**src/rtl/ddr_arbiter_if.sv**
```systemverilog
// Burst-capable Avalon-MM style DDR link, used both for requester ports and for the DDR-side port.
// master/slave form the requester handshake; ddr_host/ddr_mem form the memory side, which has no burst_done.
interface ddr_arbiter_if #(
  parameter int ADDR_WIDTH  = 32,
  parameter int DATA_WIDTH  = 64,
  parameter int BURST_WIDTH = 8
);
  logic                    rd;
  logic                    wr;
  logic [ADDR_WIDTH-1:0]   addr;
  logic [BURST_WIDTH-1:0]  burst_length;
  logic [DATA_WIDTH/8-1:0] mask;
  logic [DATA_WIDTH-1:0]   din;
  logic                    wait_req;
  logic                    valid;
  logic [DATA_WIDTH-1:0]   dout;
  logic                    burst_done;

  modport master   (output rd, wr, addr, burst_length, mask, din,
                    input  wait_req, valid, dout, burst_done);
  modport slave    (input  rd, wr, addr, burst_length, mask, din,
                    output wait_req, valid, dout, burst_done);
  modport ddr_host (output rd, wr, addr, burst_length, mask, din,
                    input  wait_req, valid, dout);
  modport ddr_mem  (input  rd, wr, addr, burst_length, mask, din,
                    output wait_req, valid, dout);
endinterface

```
**src/rtl/ddr_arbiter.sv**
```systemverilog
// Two-port DDR3 burst arbiter: one grant per burst, held until the burst's last beat completes.
// Define DDR_ARB_ROUND_ROBIN_EN for round-robin on simultaneous requests; otherwise port 0 has priority.
module ddr_arbiter #(
  parameter int ADDR_WIDTH  = 32,
  parameter int DATA_WIDTH  = 64,
  parameter int BURST_WIDTH = 8
) (
  input  logic            clock,
  input  logic            reset,
  ddr_arbiter_if.slave    in0,
  ddr_arbiter_if.slave    in1,
  ddr_arbiter_if.ddr_host ddr
);
  typedef enum logic [1:0] {IDLE, READ, WRITE} state_t;
  localparam int CW = BURST_WIDTH + 1;

  state_t                  state_q, state_d;
  logic                    grant_q, grant_d;
  logic                    acc_q, acc_d;
  logic [CW-1:0]           cnt_q, cnt_d, target_q, target_d, cnt_inc;
  logic                    req0, req1, win, win_rd;
  logic [BURST_WIDTH-1:0]  win_len;
  logic                    sel_rd, sel_wr;
  logic [ADDR_WIDTH-1:0]   sel_addr;
  logic [BURST_WIDTH-1:0]  sel_len;
  logic [DATA_WIDTH/8-1:0] sel_mask;
  logic [DATA_WIDTH-1:0]   sel_din;
  logic                    out_rd, out_wr, g_wait, g_valid, g_done;
`ifdef DDR_ARB_ROUND_ROBIN_EN
  logic                    last_q, last_d;
`endif

  assign req0 = in0.rd | in0.wr;
  assign req1 = in1.rd | in1.wr;
`ifdef DDR_ARB_ROUND_ROBIN_EN
  assign win = (req0 & req1) ? ~last_q : req1;
`else
  assign win = req1 & ~req0;
`endif
  assign win_rd  = win ? in1.rd : in0.rd;
  assign win_len = win ? in1.burst_length : in0.burst_length;

  assign sel_rd   = grant_q ? in1.rd           : in0.rd;
  assign sel_wr   = grant_q ? in1.wr           : in0.wr;
  assign sel_addr = grant_q ? in1.addr         : in0.addr;
  assign sel_len  = grant_q ? in1.burst_length : in0.burst_length;
  assign sel_mask = grant_q ? in1.mask         : in0.mask;
  assign sel_din  = grant_q ? in1.din          : in0.din;
  assign cnt_inc  = cnt_q + 1'b1;

  always_ff @(posedge clock or posedge reset) begin
    if (reset) begin
      state_q  <= IDLE;
      grant_q  <= 1'b0;
      acc_q    <= 1'b0;
      cnt_q    <= '0;
      target_q <= '0;
`ifdef DDR_ARB_ROUND_ROBIN_EN
      last_q   <= 1'b1;
`endif
    end else begin
      state_q  <= state_d;
      grant_q  <= grant_d;
      acc_q    <= acc_d;
      cnt_q    <= cnt_d;
      target_q <= target_d;
`ifdef DDR_ARB_ROUND_ROBIN_EN
      last_q   <= last_d;
`endif
    end
  end

  always_comb begin
    state_d  = state_q;
    grant_d  = grant_q;
    acc_d    = acc_q;
    cnt_d    = cnt_q;
    target_d = target_q;
`ifdef DDR_ARB_ROUND_ROBIN_EN
    last_d   = last_q;
`endif
    out_rd   = 1'b0;
    out_wr   = 1'b0;
    g_wait   = 1'b1;
    g_valid  = 1'b0;
    g_done   = 1'b0;
    case (state_q)
      IDLE: begin
        if (req0 | req1) begin
          grant_d  = win;
          acc_d    = 1'b0;
          cnt_d    = '0;
          target_d = (win_len == '0) ? CW'(1) : {1'b0, win_len};
          state_d  = win_rd ? READ : WRITE;
`ifdef DDR_ARB_ROUND_ROBIN_EN
          last_d   = win;
`endif
        end
      end
      READ: begin
        // Only one read command per burst: once accepted, rd is masked until the burst drains.
        out_rd = sel_rd & ~acc_q;
        g_wait = ddr.wait_req;
        if (out_rd & ~ddr.wait_req) acc_d = 1'b1;
        if (acc_q & ddr.valid) begin
          g_valid = 1'b1;
          if (cnt_inc == target_q) begin
            g_done  = 1'b1;
            cnt_d   = '0;
            acc_d   = 1'b0;
            state_d = IDLE;
          end else begin
            cnt_d = cnt_inc;
          end
        end
      end
      WRITE: begin
        out_wr = sel_wr;
        g_wait = ddr.wait_req;
        if (sel_wr & ~ddr.wait_req) begin
          if (cnt_inc == target_q) begin
            g_done  = 1'b1;
            cnt_d   = '0;
            state_d = IDLE;
          end else begin
            cnt_d = cnt_inc;
          end
        end
      end
      default: state_d = IDLE;
    endcase
  end

  assign ddr.rd           = out_rd;
  assign ddr.wr           = out_wr;
  assign ddr.addr         = sel_addr;
  assign ddr.burst_length = sel_len;
  assign ddr.mask         = sel_mask;
  assign ddr.din          = sel_din;

  assign in0.wait_req   = grant_q ? 1'b1 : g_wait;
  assign in1.wait_req   = grant_q ? g_wait : 1'b1;
  assign in0.valid      = ~grant_q & g_valid;
  assign in1.valid      = grant_q & g_valid;
  assign in0.burst_done = ~grant_q & g_done;
  assign in1.burst_done = grant_q & g_done;
  assign in0.dout       = ddr.dout;
  assign in1.dout       = ddr.dout;
endmodule

```
**src/flat_wrapper.sv**
```systemverilog
// flat-port wrapper written by rule: the top's interface ports become plain ports
module ddr_arbiter_flat 
#(
  parameter int ADDR_WIDTH  = 32,
  parameter int DATA_WIDTH  = 64,
  parameter int BURST_WIDTH = 8
)
  (clock, reset, in0_rd, in0_wr, in0_addr, in0_burst_length, in0_mask, in0_din, in0_wait_req, in0_valid, in0_dout, in0_burst_done, in1_rd, in1_wr, in1_addr, in1_burst_length, in1_mask, in1_din, in1_wait_req, in1_valid, in1_dout, in1_burst_done, ddr_rd, ddr_wr, ddr_addr, ddr_burst_length, ddr_mask, ddr_din, ddr_wait_req, ddr_valid, ddr_dout);
  ddr_arbiter_if #(.ADDR_WIDTH(ADDR_WIDTH), .DATA_WIDTH(DATA_WIDTH), .BURST_WIDTH(BURST_WIDTH)) in0_i ();
  ddr_arbiter_if #(.ADDR_WIDTH(ADDR_WIDTH), .DATA_WIDTH(DATA_WIDTH), .BURST_WIDTH(BURST_WIDTH)) in1_i ();
  ddr_arbiter_if #(.ADDR_WIDTH(ADDR_WIDTH), .DATA_WIDTH(DATA_WIDTH), .BURST_WIDTH(BURST_WIDTH)) ddr_i ();
  input  logic clock;
  input  logic reset;
  input wire logic [$bits(in0_i.rd)-1:0] in0_rd;
  input wire logic [$bits(in0_i.wr)-1:0] in0_wr;
  input wire logic [$bits(in0_i.addr)-1:0] in0_addr;
  input wire logic [$bits(in0_i.burst_length)-1:0] in0_burst_length;
  input wire logic [$bits(in0_i.mask)-1:0] in0_mask;
  input wire logic [$bits(in0_i.din)-1:0] in0_din;
  output wire logic [$bits(in0_i.wait_req)-1:0] in0_wait_req;
  output wire logic [$bits(in0_i.valid)-1:0] in0_valid;
  output wire logic [$bits(in0_i.dout)-1:0] in0_dout;
  output wire logic [$bits(in0_i.burst_done)-1:0] in0_burst_done;
  input wire logic [$bits(in1_i.rd)-1:0] in1_rd;
  input wire logic [$bits(in1_i.wr)-1:0] in1_wr;
  input wire logic [$bits(in1_i.addr)-1:0] in1_addr;
  input wire logic [$bits(in1_i.burst_length)-1:0] in1_burst_length;
  input wire logic [$bits(in1_i.mask)-1:0] in1_mask;
  input wire logic [$bits(in1_i.din)-1:0] in1_din;
  output wire logic [$bits(in1_i.wait_req)-1:0] in1_wait_req;
  output wire logic [$bits(in1_i.valid)-1:0] in1_valid;
  output wire logic [$bits(in1_i.dout)-1:0] in1_dout;
  output wire logic [$bits(in1_i.burst_done)-1:0] in1_burst_done;
  output wire logic [$bits(ddr_i.rd)-1:0] ddr_rd;
  output wire logic [$bits(ddr_i.wr)-1:0] ddr_wr;
  output wire logic [$bits(ddr_i.addr)-1:0] ddr_addr;
  output wire logic [$bits(ddr_i.burst_length)-1:0] ddr_burst_length;
  output wire logic [$bits(ddr_i.mask)-1:0] ddr_mask;
  output wire logic [$bits(ddr_i.din)-1:0] ddr_din;
  input wire logic [$bits(ddr_i.wait_req)-1:0] ddr_wait_req;
  input wire logic [$bits(ddr_i.valid)-1:0] ddr_valid;
  input wire logic [$bits(ddr_i.dout)-1:0] ddr_dout;
  assign in0_i.rd = in0_rd;
  assign in0_i.wr = in0_wr;
  assign in0_i.addr = in0_addr;
  assign in0_i.burst_length = in0_burst_length;
  assign in0_i.mask = in0_mask;
  assign in0_i.din = in0_din;
  assign in0_wait_req = in0_i.wait_req;
  assign in0_valid = in0_i.valid;
  assign in0_dout = in0_i.dout;
  assign in0_burst_done = in0_i.burst_done;
  assign in1_i.rd = in1_rd;
  assign in1_i.wr = in1_wr;
  assign in1_i.addr = in1_addr;
  assign in1_i.burst_length = in1_burst_length;
  assign in1_i.mask = in1_mask;
  assign in1_i.din = in1_din;
  assign in1_wait_req = in1_i.wait_req;
  assign in1_valid = in1_i.valid;
  assign in1_dout = in1_i.dout;
  assign in1_burst_done = in1_i.burst_done;
  assign ddr_rd = ddr_i.rd;
  assign ddr_wr = ddr_i.wr;
  assign ddr_addr = ddr_i.addr;
  assign ddr_burst_length = ddr_i.burst_length;
  assign ddr_mask = ddr_i.mask;
  assign ddr_din = ddr_i.din;
  assign ddr_i.wait_req = ddr_wait_req;
  assign ddr_i.valid = ddr_valid;
  assign ddr_i.dout = ddr_dout;
  ddr_arbiter #(.ADDR_WIDTH(ADDR_WIDTH), .DATA_WIDTH(DATA_WIDTH), .BURST_WIDTH(BURST_WIDTH)) u_core (.clock(clock), .reset(reset), .in0(in0_i), .in1(in1_i), .ddr(ddr_i));
endmodule
```
**config.mk**
```make
export PLATFORM = sky130hd
export DESIGN_NAME = ddr_arbiter_flat
export DESIGN_NICKNAME = d
export VERILOG_FILES = /design/src/rtl/ddr_arbiter_if.sv /design/src/rtl/ddr_arbiter.sv /design/src/flat_wrapper.sv
export SDC_FILE = /design/constraint.sdc
export NUM_CORES = 1
export LEC_CHECK = 0
export CORE_AREA = 4 4 211 213
export CTS_CLUSTER_DIAMETER = 100
export DETAILED_ROUTE_END_ITERATION = 6
export DIE_AREA = 0 0 215 217
export SYNTH_ARGS = -nofsm -noshare
export SYNTH_HDL_FRONTEND = slang
export SYNTH_SLANG_ARGS = --single-unit
```
**constraint.sdc**
```tcl
create_clock -name clock -period 3.2 [get_ports clock]
set_input_delay 0.32 -clock clock [delete_from_list [all_inputs] [get_ports clock]]
set_output_delay 0.32 -clock clock [all_outputs]
set_load 0.03 [all_outputs]
```
# == Word-level counts from Yosys, hierarchy flattened ==
# Cells that the tools add are included.
# word_totals
regBits,22
input_bits,296
out_inout_bits,248
# classes
n_addsub,1
n_eq_ne,6
muxes,36
n_bitwise,16
reduce_logical,9
# op_table
cell,n
64-bit two-way mux,1
9-bit two-way mux,4
32-bit two-way mux,1
8-bit two-way mux,4
9-bit case mux with 3 select lines,1
1-bit two-way mux,17
2-bit two-way mux,5
9-bit by 1-bit adder with 9-bit output (second input constant),1
1-bit AND,9
9-bit == test,1
8-bit logical NOT,1
2-bit by 1-bit inequality test with 1-bit output (second input constant),3
2-bit case mux with 3 select lines,1
1-bit NOT,4
1-bit case mux with 2 select lines,2
2-bit AND reduction,2
4-bit AND reduction,1
1-bit OR,3
3-bit AND reduction,1
3-bit nonzero test,1
2-bit by 1-bit == test with 1-bit output (second input constant),1
2-bit == test (second input constant),1
2-bit logical NOT,1
2-bit nonzero test,1
2-bit OR reduction,1

# == Logic depth before layout (Yosys ltp) ==
# Gate-level depths: netlist of run 1.
# depth
ltp_word,7
mapped_depth,8
ltp_nobuf,7

# == Worst setup path before layout of run 1 ==
# OpenSTA, ideal clock, no wires.
# synth_timing
path_kind,register -> output
start,register u_core.cnt_q[0]
end,output port in0_burst_done
t_arrival_ns,2.423
t_required_ns,2.880
slack_ns,0.457
stages_incl_launch_ff,9
n_path_buf,1
path_cell_list,dfrtp_1 -> ha_1 -> and2_4 -> buf_6 -> a21o_1 -> a2111oi_4 -> o2111ai_4 -> nand2b_1 -> nor3b_2
# synth_between
elab_chain_cells,6
# synth_lines
item,line_no,source
from (decl),ddr_arbiter.sv:20,"logic [CW-1:0] cnt_q, cnt_d, target_q, target_d, cnt_inc;"
from (signal assigned),ddr_arbiter.sv:65,cnt_q <= cnt_d;
9-bit by 1-bit adder with 9-bit output *,ddr_arbiter.sv:49,assign cnt_inc = cnt_q + 1'b1;
9-bit == test *,"ddr_arbiter.sv:107, ddr_arbiter.sv:121",
1-bit two-way mux *,"ddr_arbiter.sv:107, ddr_arbiter.sv:121",
"1-bit two-way mux, on equally long branches","ddr_arbiter.sv:120, ddr_arbiter.sv:105",
1-bit case mux with 2 select lines *,ddr_arbiter.sv:87,case (state_q)
1-bit AND *,ddr_arbiter.sv:145,assign in0.burst_done = ~grant_q & g_done;
to (decl),flat_wrapper.sv:23,output wire logic [$bits(in0_i.burst_done)-1:0] in0_burst_done;
# Every way passes the cells marked *; elsewhere a longest branch is shown, timed or not.

# == Worst setup path after layout of run 1 ==
# Ends and elaborated chain as after synthesis.

==> reports/metrics.cfg, run 1 <==
[setup_path]
worst_path_max_delay_cell=dfrtp_1
worstReg2RegEnd=u_core.state_q[0]
cp-start-kind=flop
path_class=reg2out
r2r_slack_ps=740
crit_fanout=8
cp-end-kind=output port
critPathArrivalTime_ps=2690
cpPeakStageDelay_ps=440
cp.required_ps=2880
worstReg2RegStart=u_core.cnt_q[0]
ff2ff_path_depth=7
worstPathCellList=ha_1 > and2_4 > a21o_1 > a2111oi_4 > o2111ai_4 > nand2b_1 > nor3b_2 > buf_12

[grt]
busiest_layer=met2
grt_max_degree=66
grt_pass1_vias=4438
use_met2=0.1942
grt_overflow=0
antenna_found_initial=12
globalRouteMet3Util=0.06004
grt_util_met1=0.1159
grt_pass1_wl_um=36080
track_usage=0.1112

[min_path]
hold_start=u_core.target_q[4]
hold_path_class=reg2reg
hold_end=u_core.target_q[4]
hold_path_depth=2

[synth]
synth_edf_count=0
synth_warnings=0
syn_inst=439
synth_nets=740
yosysMostFrequentCell=buf_4
synth_common_cells=buf_4 (128), mux2_2 (112), nand2_1 (29)
synth_area_per_cell_um2=8.827
synth_seq_cells=21
ys_seq_area_frac=0.1356
synth_top_area_frac=0.3255
ys.flop_type=dfrtp_1
synth.distinct_cells=49
syn_area_um2=3875
yosys-top-cells-area=mux2_2 (33%), buf_4 (25%), dfrtp_1 (14%)
synth_largest_area_cell=mux2_2
ys_async_sr_fraction=1.000

[die]
die_w_um=215
die_h_um=217
coreArea_um2=42700
fp-row-count=76
initial_utilization=0.09076
die_area_um2=46660
num_io_pins=544

[cells_and_area]
fillers=4775
area_delta_synth_final_pct=85.37
drive_above_1_share=0.2049
fin_util=0.1682
final_nets=951
seq_area_um2=529.3
multi_input_area_um2=2257

[power]
p_leak_nw=2.482
peakVddDrop_mv=0.2648
comb_power_share=0.805
switching_share=0.4911
power_density_nw_per_um2=566.2
p_int_mw=2.070
p_clk_frac=0.066
p_sw_mw=1.997
seqPwrFrac=0.130

[drt]
firstDrtPassIters=4
drtIter0Drc=111
vias=3974
ant_nets=0
post_drt_wl_per_cell_um=22.90
viasPerCell=3.303
drt_wl_total_um=27540
drcViolationCount=0

[sta]
fin_worst_skew_ps=3.132
rsz0062_at_grt=no
final-hold-violation-count=0
slew_viol_final=0
finalSetupTns_ps=0
worst_pin_slew_ps=816.9
max_freq_ghz=0.3322
period_minus_slack_ps=3010
relSlewSlack=0.4548
setup_slack_ps=189.9
finalSetupViolations=0
timing.final.crit_share=0.9406

[clock_tree]
root_buffer=clkbuf_16
cts_setup_buffers=0
path_clk_slew_ps=60
postCtsHoldBufs=0
cts_buffer_depth=2
cts_tree=built
cts_resized=0
h-tree-depth=1
clock-sinks=21
clk-insertion-delay-late_ps=250
cts-buffers-inserted=3

[placed_design]
port_buffers=351
dp_slack_ps=469.3
dp_hpwl_um=24960
gp_congestion=0.8430

[outcome]
status=completed

[flow_run]
drv_cap=0

## state kept, by name (all words and copies together) (netlist names)
signal / cells
u_core.target_q: 8
u_core.cnt_q: 9
u_core.acc_q: 1
u_core.grant_q: 1
u_core.state_q: 2
## final cells by class
class / instances / area share
Multi-Input combinational cell: 260 / 0.3142
Inverter: 7 / 0.003658
Tap cell: 546 / 0.09511
Clock buffer: 4 / 0.01097
Timing Repair Buffer: 357 / 0.4996
Sequential cell: 21 / 0.07368
Antenna cell: 8 / 0.002787
## metal layers
metal  part of all wire  vias up
met5             0.0013        -
met3               0.11       19
met2               0.51      291
li1                   -     1835
met4              0.012        6
met1               0.37     1823
## layout by cell type, fill, tap and decap left out, drive strengths merged, types with 4 or more instances in the layout
cell type and n:
a21oi 9, mux2i 10, xor2 5, ha 5, nand2 29, inv 7, clkbuf 4, buf 9
nand2b 5, dfrtp 21, nand3 9, nor3b 4, o31ai 4, nor3 6, o21ai 17, xnor2 4
clkdlybuf4s50 348, nor2 6, mux2 113, diode 8
## cell families after synthesis
group | share of synthesized area
AO/OA/AOI/OAI | 0.08202
XOR/XNOR | 0.02034
adder cells (fa/ha/maj) | 0.01614
buffers and inverters | 0.2819
flip-flops | 0.1356
multiplexers | 0.3542
AND/OR/NAND/NOR | 0.1098
## power groups by stage
stage          combinational, mW  sequential, mW  clock [mW]
2_1_floorplan               2.32           0.416           0
3_3_place_gp                3.30           0.532           0
3_5_place_dp                3.29           0.537           0
4_1_cts                     3.32           0.533       0.270
5_1_grt                     3.47           0.552       0.285
6_report                    3.27           0.528       0.266
## metrics by stage
stage | area [um^2] | cells | hold slack [ps] | power, mW
2_1_floorplan | 3875 | 439 | 296.5 | 2.736
3_3_place_gp | 7084 | 1191 | 486.2 | 3.834
3_5_place_dp | 7084 | 1191 | 500.0 | 3.832
4_1_cts | 7163 | 1195 | 512.5 | 4.123
5_1_grt | 7178 | 1201 | 547.7 | 4.311
6_report | 7183 | 1203 | 506.2 | 4.067
## worst max-delay path by stage
stage	start	to	slack (ps)	cells after the start
after floorplan	u_core.cnt_q[0]	in0_burst_done	460	8
after CTS	u_core.cnt_q[0]	in0_burst_done	190	8
final	u_core.cnt_q[0]	in0_burst_done	190	8
after global routing	u_core.cnt_q[0]	in0_burst_done	10	8
after detailed placement	u_core.cnt_q[0]	in0_burst_done	470	8
after global placement	u_core.cnt_q[0]	in0_burst_done	500	8
## worst max-delay path: cells and delay by family (launching register included)
kind	cells	cell delay, ps
compound gates	3	800
fa+ha+maj	1	310
buf+inv	1	150
flops	1	440
simple gates	3	730
Power figures use the tool's default switching activity.
==> inputs of run 2 (changes only) <==
--- a/config.mk
+++ b/config.mk
@@ -5,6 +5,7 @@
 export SDC_FILE = /design/constraint.sdc
 export NUM_CORES = 1
 export LEC_CHECK = 0
+export ABC_AREA = 0
 export CORE_AREA = 4 4 211 213
 export CTS_CLUSTER_DIAMETER = 100
 export DETAILED_ROUTE_END_ITERATION = 6
==> results of run 2 <==
The final DEF is identical to that of run 1; final timing and power are the same.
==> inputs of run 3 (changes only) <==
--- a/config.mk
+++ b/config.mk
@@ -6,10 +6,12 @@
 export NUM_CORES = 1
 export LEC_CHECK = 0
 export ABC_AREA = 0
-export CORE_AREA = 4 4 211 213
+export CAP_MARGIN = 20
+export CORE_AREA = 4 4 209 211
 export CTS_CLUSTER_DIAMETER = 100
 export DETAILED_ROUTE_END_ITERATION = 6
-export DIE_AREA = 0 0 215 217
+export DIE_AREA = 0 0 213 215
+export GPL_TIMING_DRIVEN = 1
 export SYNTH_ARGS = -nofsm -noshare
 export SYNTH_HDL_FRONTEND = slang
 export SYNTH_SLANG_ARGS = --single-unit
==> constraint.sdc (replaced) <==
create_clock -name clock -period 3.9 [get_ports clock]
set_input_delay 0.39 -clock clock [delete_from_list [all_inputs] [get_ports clock]]
set_output_delay 0.39 -clock clock [all_outputs]
set_load 0.03 [all_outputs]
==> run 3 against run 2 <==
Effect of this change:
- sequential power fell by 22%
- hold slack got worse by 8.3 ps
- worst setup slack better by 61 ps
- largest cell class unchanged
- highest routed layer is now met4
==> reports/metrics.cfg, run 3 (synthesis results as in run 1) <==
[outcome]
status=completed

[cells_and_area]
final_nets=948
drive_above_1_share=0.1981
mostFrequentLayoutCell=clkdlybuf4s50_1
largest_reg_flops=9
fin_util=0.1705
fillers=4609
final_cell_mix=clkdlybuf4s50_1 (351), mux2_2 (112), nand2_1 (29)
regMostFlops=u_core.cnt_q
reg.largest.list=u_core.cnt_q x9, u_core.target_q x8, u_core.state_q x2
area_delta_synth_final_pct=83.79

[setup_path]
crit_buf_inv=1
path_depth=8
critPathArrivalTime_ps=3260
path_class=reg2out
worstPathCellList=ha_1 > a21boi_0 > a22oi_1 > o311ai_1 > o2111ai_4 > nand2b_1 > nor3b_2 > clkdlybuf4s50_1
worst_path_max_delay_cell=clkdlybuf4s50_1
crit_fanout=8
ff2ff_path_depth=7
cp.required_ps=3510
cp-start-kind=flop
cpPeakStageDelay_ps=690
worstReg2RegStart=u_core.cnt_q[0]
r2r_slack_ps=1340
crit_family=compound AO/OA/AOI/OAI gates
worstReg2RegEnd=u_core.state_q[0]
cp-end-kind=output port

[clock_tree]
cts_resized=0
cts_tree=built
path_clk_slew_ps=50
h-tree-depth=1
clock-sinks=21
root_buffer=clkbuf_16
cts_setup_buffers=0
cts_buffer_depth=2
clk-insertion-delay-late_ps=250
cts-buffers-inserted=3
postCtsHoldBufs=0

[drt]
ant_nets=0
firstDrtPassIters=4
vias=3831
drt_wl_total_um=20140
viasPerCell=3.230
post_drt_wl_per_cell_um=16.98
drcViolationCount=0
drtIter0Drc=85
wl_met1_um=7311
wl_met3_um=1836
route.met2.wl_um=10420
dr.max_layer_used=met4

[sta]
max_freq_ghz=0.2741
period_minus_slack_ps=3649
final-hold-violation-count=0
relSlewSlack=0.4452
slew_viol_final=0
finalSetupViolations=0
finalSetupTns_ps=0
rsz0062_at_grt=no
fin_worst_skew_ps=3.414
timing.final.crit_share=0.9356
worst_pin_slew_ps=831.2

[min_path]
hold_end=u_core.target_q[1]
hold_start=u_core.target_q[1]
hold_path_depth=2
hold_path_class=reg2reg

[power]
peakVddDrop_mv=0.2535
p_leak_nw=2.457
power_density_nw_per_um2=456.0

[grt]
grt_overflow=0
grt_max_degree=73
track_usage=0.08306
grt_pass1_vias=4322
antenna_found_initial=7
grt_pass1_wl_um=28300

[die]
coreArea_um2=41760
fp-row-count=75
initial_utilization=0.09279
die_h_um=215
die_area_um2=45800
die_w_um=213
num_io_pins=544

[placed_design]
dp_hpwl_um=17910
gp_congestion=0.8283
port_buffers=351

[flow_run]
drv_cap=0

[run 3: worst max-delay path by stage]
stage                      to             from  slack [ps]
2_1_floorplan  in0_burst_done  u_core.cnt_q[0]        1090
5_1_grt        in0_burst_done  u_core.cnt_q[0]          30
3_3_place_gp   in0_burst_done  u_core.cnt_q[0]         650
6_report       in0_burst_done  u_core.cnt_q[0]         250
3_5_place_dp   in0_burst_done  u_core.cnt_q[0]         580
4_1_cts        in0_burst_done  u_core.cnt_q[0]         280
[run 3: power breakdown]
group	total [mW]	internal, mW	switching [mW]
logic	2.62	1.25	1.37
clock network	0.216	0.139	0.0769
registers	0.411	0.293	0.118
[run 3: per-stage QoR]
stage	worst slack [ps]	total power [mW]	area (um^2)	hold slack (ps)	instances
floorplan	1087	2.245	3875	366.5	439
global route	34.05	3.438	7122	543.2	1186
finish	251.3	3.247	7122	497.9	1186
global placement	646.1	3.041	7041	490.0	1181
detailed placement	581.4	3.052	7041	492.2	1181
CTS	284.7	3.292	7119	505.4	1185
[run 3: metal layers]
metal | track usage | vias to the layer above
met5 | 0 | -
met4 | 0.01954 | 0
met3 | 0.03471 | 22
met2 | 0.1509 | 276
met1 | 0.08888 | 1709
li1 | - | 1824
[run 3: tightest hold or removal path: stages (launching register included)]
cell     delay, ps
dfrtp_1        350
nand2_1         50
o21ai_0         60
[run 3: layout make-up]
| type | instances | area (um^2) | share of cell area |
|---|---|---|---|
| multi-input cells | 260 | 2262 | 0.3176 |
| flip-flops and latches | 21 | 529.3 | 0.07431 |
| clock buffers | 4 | 78.83 | 0.01107 |
| inverters | 7 | 26.28 | 0.003689 |
| repair buffers | 354 | 3548 | 0.4982 |
| well taps | 539 | 674.4 | 0.09469 |
| diodes | 1 | 2.502 | 0.0003514 |
